<file path="src/rtl/fme_pkg.sv">
// fme_pkg: constants shared by the fractional motion estimation datapath
// (half-pel six-tap filter and the quarter-pel averaging stage).
//   PIX_W      pixel width in bits
//   ACC_W      signed accumulator width for the six-tap sum
//   TAP_*      filter taps (1, -5, 20, 20, -5, 1)
//   RND/SHIFT  rounding offset and normalising shift of the filter gain (32)
//   PIX_MAX    largest representable pixel value
package fme_pkg;

   localparam int PIX_W     = 8;
   localparam int ACC_W     = 15;

   localparam int TAP_OUTER = 1;
   localparam int TAP_MID   = -5;
   localparam int TAP_CTR   = 20;

   localparam int RND       = 16;
   localparam int SHIFT     = 5;
   localparam int PIX_MAX   = 255;

endpackage : fme_pkg

</file>
<file path="src/rtl/clip_u8.sv">
// clip_u8: round, normalise and saturate a signed filter sum to a pixel.
//   sum_i  in  ACC_W  signed filter sum
//   pix_o  out PIX_W  clip((sum_i + RND) >>> SHIFT, 0, PIX_MAX), combinational
// Shared between the half-pel filter and the quarter-pel averaging stage.
module clip_u8
   import fme_pkg::*;
#(
   parameter int PIX_W = fme_pkg::PIX_W,
   parameter int ACC_W = fme_pkg::ACC_W
) (
   input  logic signed [ACC_W-1:0] sum_i,
   output logic        [PIX_W-1:0] pix_o
);

   localparam logic signed [ACC_W-1:0] RND_S   = ACC_W'(RND);
   localparam logic signed [ACC_W-1:0] MAX_S   = ACC_W'(PIX_MAX);
   localparam logic signed [ACC_W-1:0] ZERO_S  = {ACC_W{1'b0}};
   localparam logic        [PIX_W-1:0] MAX_PIX = PIX_W'(PIX_MAX);

   logic signed [ACC_W-1:0] rnd_s;
   logic signed [ACC_W-1:0] shr_s;

   // Round to nearest (ties upward) then saturate into the pixel range.
   // The headroom in ACC_W guarantees sum_i + RND cannot wrap.
   always_comb begin
      rnd_s = sum_i + RND_S;
      shr_s = rnd_s >>> SHIFT;
      if (shr_s < ZERO_S) begin
         pix_o = {PIX_W{1'b0}};
      end else if (shr_s > MAX_S) begin
         pix_o = MAX_PIX;
      end else begin
         pix_o = shr_s[PIX_W-1:0];
      end
   end

endmodule : clip_u8

</file>
<file path="src/rtl/six_tap_filter.sv">
// six_tap_filter: H.264 luma half-pel interpolator.
//   clk    in   1      rising-edge clock
//   rst    in   1      asynchronous, active-low reset (clears half)
//   a..f   in   PIX_W  six consecutive pixels, positions -2 .. +3 (unsigned)
//   half   out  PIX_W  clip((a - 5b + 20c + 20d - 5e + f + 16) >>> 5), registered
// One window in and one result out per clock; latency is one clock.
module six_tap_filter
   import fme_pkg::*;
#(
   parameter int PIX_W = fme_pkg::PIX_W,
   parameter int ACC_W = fme_pkg::ACC_W
) (
   input  logic             clk,
   input  logic             rst,
   input  logic [PIX_W-1:0] a,
   input  logic [PIX_W-1:0] b,
   input  logic [PIX_W-1:0] c,
   input  logic [PIX_W-1:0] d,
   input  logic [PIX_W-1:0] e,
   input  logic [PIX_W-1:0] f,
   output logic [PIX_W-1:0] half
);

   localparam int EXT_W = ACC_W - PIX_W;

   logic signed [ACC_W-1:0] a_s, b_s, c_s, d_s, e_s, f_s;
   logic signed [ACC_W-1:0] outer_s;
   logic signed [ACC_W-1:0] mid_s;
   logic signed [ACC_W-1:0] ctr_s;
   logic signed [ACC_W-1:0] sum_s;
   logic        [PIX_W-1:0] clip_s;
   logic        [PIX_W-1:0] half_d;
   logic        [PIX_W-1:0] half_q;

   // Adder tree: taps of 5 and 20 are built from shifts; symmetric pairs are
   // summed first so each product is formed once per pair.
   always_comb begin
      a_s     = $signed({{EXT_W{1'b0}}, a});
      b_s     = $signed({{EXT_W{1'b0}}, b});
      c_s     = $signed({{EXT_W{1'b0}}, c});
      d_s     = $signed({{EXT_W{1'b0}}, d});
      e_s     = $signed({{EXT_W{1'b0}}, e});
      f_s     = $signed({{EXT_W{1'b0}}, f});
      outer_s = a_s + f_s;
      mid_s   = b_s + e_s;
      ctr_s   = c_s + d_s;
      sum_s   = outer_s - ((mid_s <<< 2) + mid_s) + ((ctr_s <<< 4) + (ctr_s <<< 2));
   end

   clip_u8 #(
      .PIX_W (PIX_W),
      .ACC_W (ACC_W)
   ) u_clip (
      .sum_i (sum_s),
      .pix_o (clip_s)
   );

   // Next output value: the clipped result for the window presented this cycle.
   always_comb begin
      half_d = clip_s;
   end

   // Output register with asynchronous clear.
   always_ff @(posedge clk or negedge rst) begin
      if (!rst) begin
         half_q <= {PIX_W{1'b0}};
      end else begin
         half_q <= half_d;
      end
   end

   assign half = half_q;

endmodule : six_tap_filter

</file>
<file path="config.mk">
export PLATFORM = sky130hd
export DESIGN_NAME = six_tap_filter
export DESIGN_NICKNAME = d
export VERILOG_FILES = /design/src/rtl/fme_pkg.sv /design/src/rtl/clip_u8.sv /design/src/rtl/six_tap_filter.sv
export SDC_FILE = /design/constraint.sdc
export NUM_CORES = 1
export LEC_CHECK = 0
export BUFFER_PORTS_ARGS = -buffer_cell sky130_fd_sc_hd__buf_2
export CAP_MARGIN = 20
export CORE_MARGIN = 5
export CORE_UTILIZATION = 45
export CTS_CLUSTER_SIZE = 28
export DETAILED_ROUTE_END_ITERATION = 8
export PLACE_DENSITY = 0.72
export SLEW_MARGIN = 0
export SYNTH_ARGS = -nofsm -noshare
export SYNTH_HDL_FRONTEND = slang
export SYNTH_SLANG_ARGS = --single-unit
</file>
<file path="constraint.sdc">
create_clock -name clk -period 0.8 [get_ports clk]
set_clock_uncertainty 0.15 [all_clocks]
set_input_delay 0.12 -clock clk [delete_from_list [all_inputs] [get_ports clk]]
set_output_delay 0.12 -clock clk [all_outputs]
set_load 0.01 [all_outputs]
</file>
==> summary.md <==
| Metric | Value |
|---|---|
| Period minus WS final | `5.59 ns` |
| # diodes | `0` |
| Placeable core region | `5540 um2` |
| Buf/Inv on CP | `2` |
| Violated checks | `negative setup slack` |
| Area added between synthesis and finish | `57.2%` |
| Unrepaired setup endpoints after global routing | `yes` |
| Ratio of cells with drive above 1 in the final layout | `45.6%` |
| Worst-case headroom to the max-slew limit | `63.4%` |
| Max reg flops | `8` |
| Leading cell type in the layout, fill and taps excluded | `buf_4` |
| Fraction of synthesis flops using an asynchronous set or reset pin | `100%` |
| Buffers on Ports | `57` |
| Most frequent cells in the layout | `buf_4, buf_2, ha_1` |
| Slowest Stage Delay on Critical Path | `0.49 ns` |
| Final critical-path share of the clock period | `699%` |
| Hold Fails Final Rpt | `0` |
| Post-synth EDFFs | `0` |
| Actual slew at the worst max-slew pin | `0.544 ns` |
| Die area | `7360 um2` |
| Via total after detailed routing | `2640` |
| Critical path type | `in -> reg` |
| CP Launch Type | `input pin` |
| Drt drc | `0` |
| Post-synth top area cell | `ha_1` |
| Number of violations reported at the end of detailed-routing iteration 0 | `70` |
| Sinks on Clock Net | `8` |
| Overall die height | `85.8 um` |
| Netlist area before placement | `2580 um2` |
| Delay-heaviest family, CP | `adder cells` |
| Gate count after technology mapping | `288` |
| Vias per cell | `5.06` |
| Simple-gate area share of the yosys netlist | `11.2%` |
| IO Count | `58` |
| Residual antenna-violating net count after detailed routing | `0` |
| Post-route worst hold slack | `0.124 ns` |
| Main combinational cell family by area after synthesis | `adder cells` |
| Initial DRT Pass Iterations | `4` |
| Final estimated routing congestion in global placement | `0.831` |
| Worst path setup slack after routing | `-4.79 ns` |
| Xor-xnor portion of the synthesized cell area | `13.6%` |
| CP max stage cell | `o41a_1` |
| Sequential fraction of the synthesis area | `7.75%` |
| All-Layer GR Usage | `18.6%` |
| Maximum clock path buffer count | `2` |
| Number of standard-cell rows in the floorplan | `27` |
| TritonCTS clock tree | `built` |
| Wire length per cell | `13.5 um` |
| Count of different cell masters after synthesis | `44` |
| Accumulated negative setup slack | `-39.64 ns` |
| Vias in the first global route | `2860` |
| HPWL Detailed | `5510 um` |
| Worst path required time | `0.81 ns` |
| Clock-pin slew reported for the worst setup and hold paths after clock tree synthesis | `0.04 ns` |
| Count of endpoints failing setup in the final report | `16` |
| Top FF cell, synth | `dfrtp_1` |
| Total of max-cap violations | `0` |
| Data arrival, critical path | `5.60 ns` |
| Maximum number of pins on one net before global-route repair | `9` |
| Synth Area per Inst | `8.97 um2` |
| Top cells by area in the synthesized netlist | `ha_1, fa_1, xnor2_1, dfrtp_1, inv_1` |
| Compound-gate portion of the synthesized area | `19.8%` |
| Yosys top cell area share | `29.5%` |
| Flip-flop and latch count after synthesis | `8` |
| Adder and majority cell fraction of the synthesized area | `41.9%` |
| Die X-Extent | `85.8 um` |
| Yosys warnings | `0` |
| CP Capture Type | `flop` |
| Post-detailed-routing wire length | `7060 um` |
| Number of buffers inserted during clock tree synthesis | `3` |
| Hold/Removal Path Class | `in -> async` |
| Root buffer cell | `clkbuf_8` |
| Chain of cells forming the critical path | `buf_8, ha_4, a21o_1, a21oi_2, nor2b_1, o21a_1, o41a_1, xor2_2, fa_1, inv_1, fa_1, ha_4, or3_4, o21ai_4, a21oi_2, xnor2_1, ha_1, ha_4, o21ai_2, or3_4, o211a_4, o21bai_4, xor2_4, o21a_1` |
| First-pass GRT wire length | `11600 um` |
| Status | `finished with violations` |
| Max-slew violations | `0` |
| Multiplexer area fraction after synthesis | `0%` |
| Antenna violations before repair | `0` |
| Starting Density | `46.6%` |
| Final-stage net count | `579` |
| Most Frequent Cell on Critical Path | `ha_4` |
| Maximum fanout along the worst path | `8` |
| Net count after synthesis | `415` |
| CTS HTree Levels | `1` |
| Grt ovf | `0` |
| Highest clock frequency the design can meet | `179 MHz` |
[cell type report]
cell class / instances / area, um2
Multi-Input combinational cell: 240 / 2500
Fill cell: 399 / 1480
Timing Repair Buffer: 159 / 1080
Sequential cell: 8 / 200
Inverter: 40 / 150
Tap cell: 72 / 90.1
Clock buffer: 3 / 41.3
[per-layer routing]
layer  up-vias  global-route usage, %  routed length, um
met5         -                      0                  0
met4         0                   4.17                108
met1      1225                   20.3               2750
met3        14                   2.59                264
li1       1334                      -                  -
met2        67                   37.3               3940
[per-stage QoR]
stage / instance area, um2 / instances / util, % / setup slack, ns
after global routing: 4060 / 522 / 73.3 / -5.06
after floorplan: 2670 / 288 / - / -4.57
final: 4060 / 522 / 73.3 / -4.79
after global placement: 3720 / 506 / 67.1 / -4.88
after CTS: 3890 / 518 / 70.3 / -4.66
after detailed placement: 3720 / 506 / 67.1 / -5.01
[cell families after synthesis]
family | after synthesis
adders and majority gates | 77
DFF | 8
buffers and inverters | 40
and+or+nand+nor | 56
xor gates and xnor gates | 37
AOI/OAI and AO/OA | 70
[synth_stat cells (3+ instances only)]
master,instances
nand3_1,6
o21bai_1,4
inv_1,40
o41a_1,3
or3_1,3
a21o_1,7
xnor2_1,23
xor2_1,12
nor2_1,15
dfrtp_1,8
fa_1,16
nor3_1,7
nor2b_1,6
o21a_1,13
ha_1,61
a21oi_1,19
or2_2,3
nand2_1,7
o21ai_0,7
[path summary, 6_finish.rpt]
check	startpoint	to	slack, ns	cells after the start
min in group clk	half[3]	half[3]	0.62	1
setup / recovery	b[1]	half[5]	-4.79	24
hold / removal	rst	half[3]	0.12	2
max in group asynchronous	rst	half[1]	0.22	2
[timing repair]
| item | in CTS | in global routing |
|---|---|---|
| endpoints found under the setup margin | 16 | 16 |
| hold endpoints to repair | 8 | 0 |
| hold buffers | 1 | 0 |
| buffers inserted | 9 | 5 |
| gates cloned | 0 | 0 |
| pin swaps | 23 | 31 |
| resized for setup | 10 | 22 |
Power is left out: the tool's default activity adds up to more than one toggle a clock period on the data nets, which glitch-free logic cannot reach.
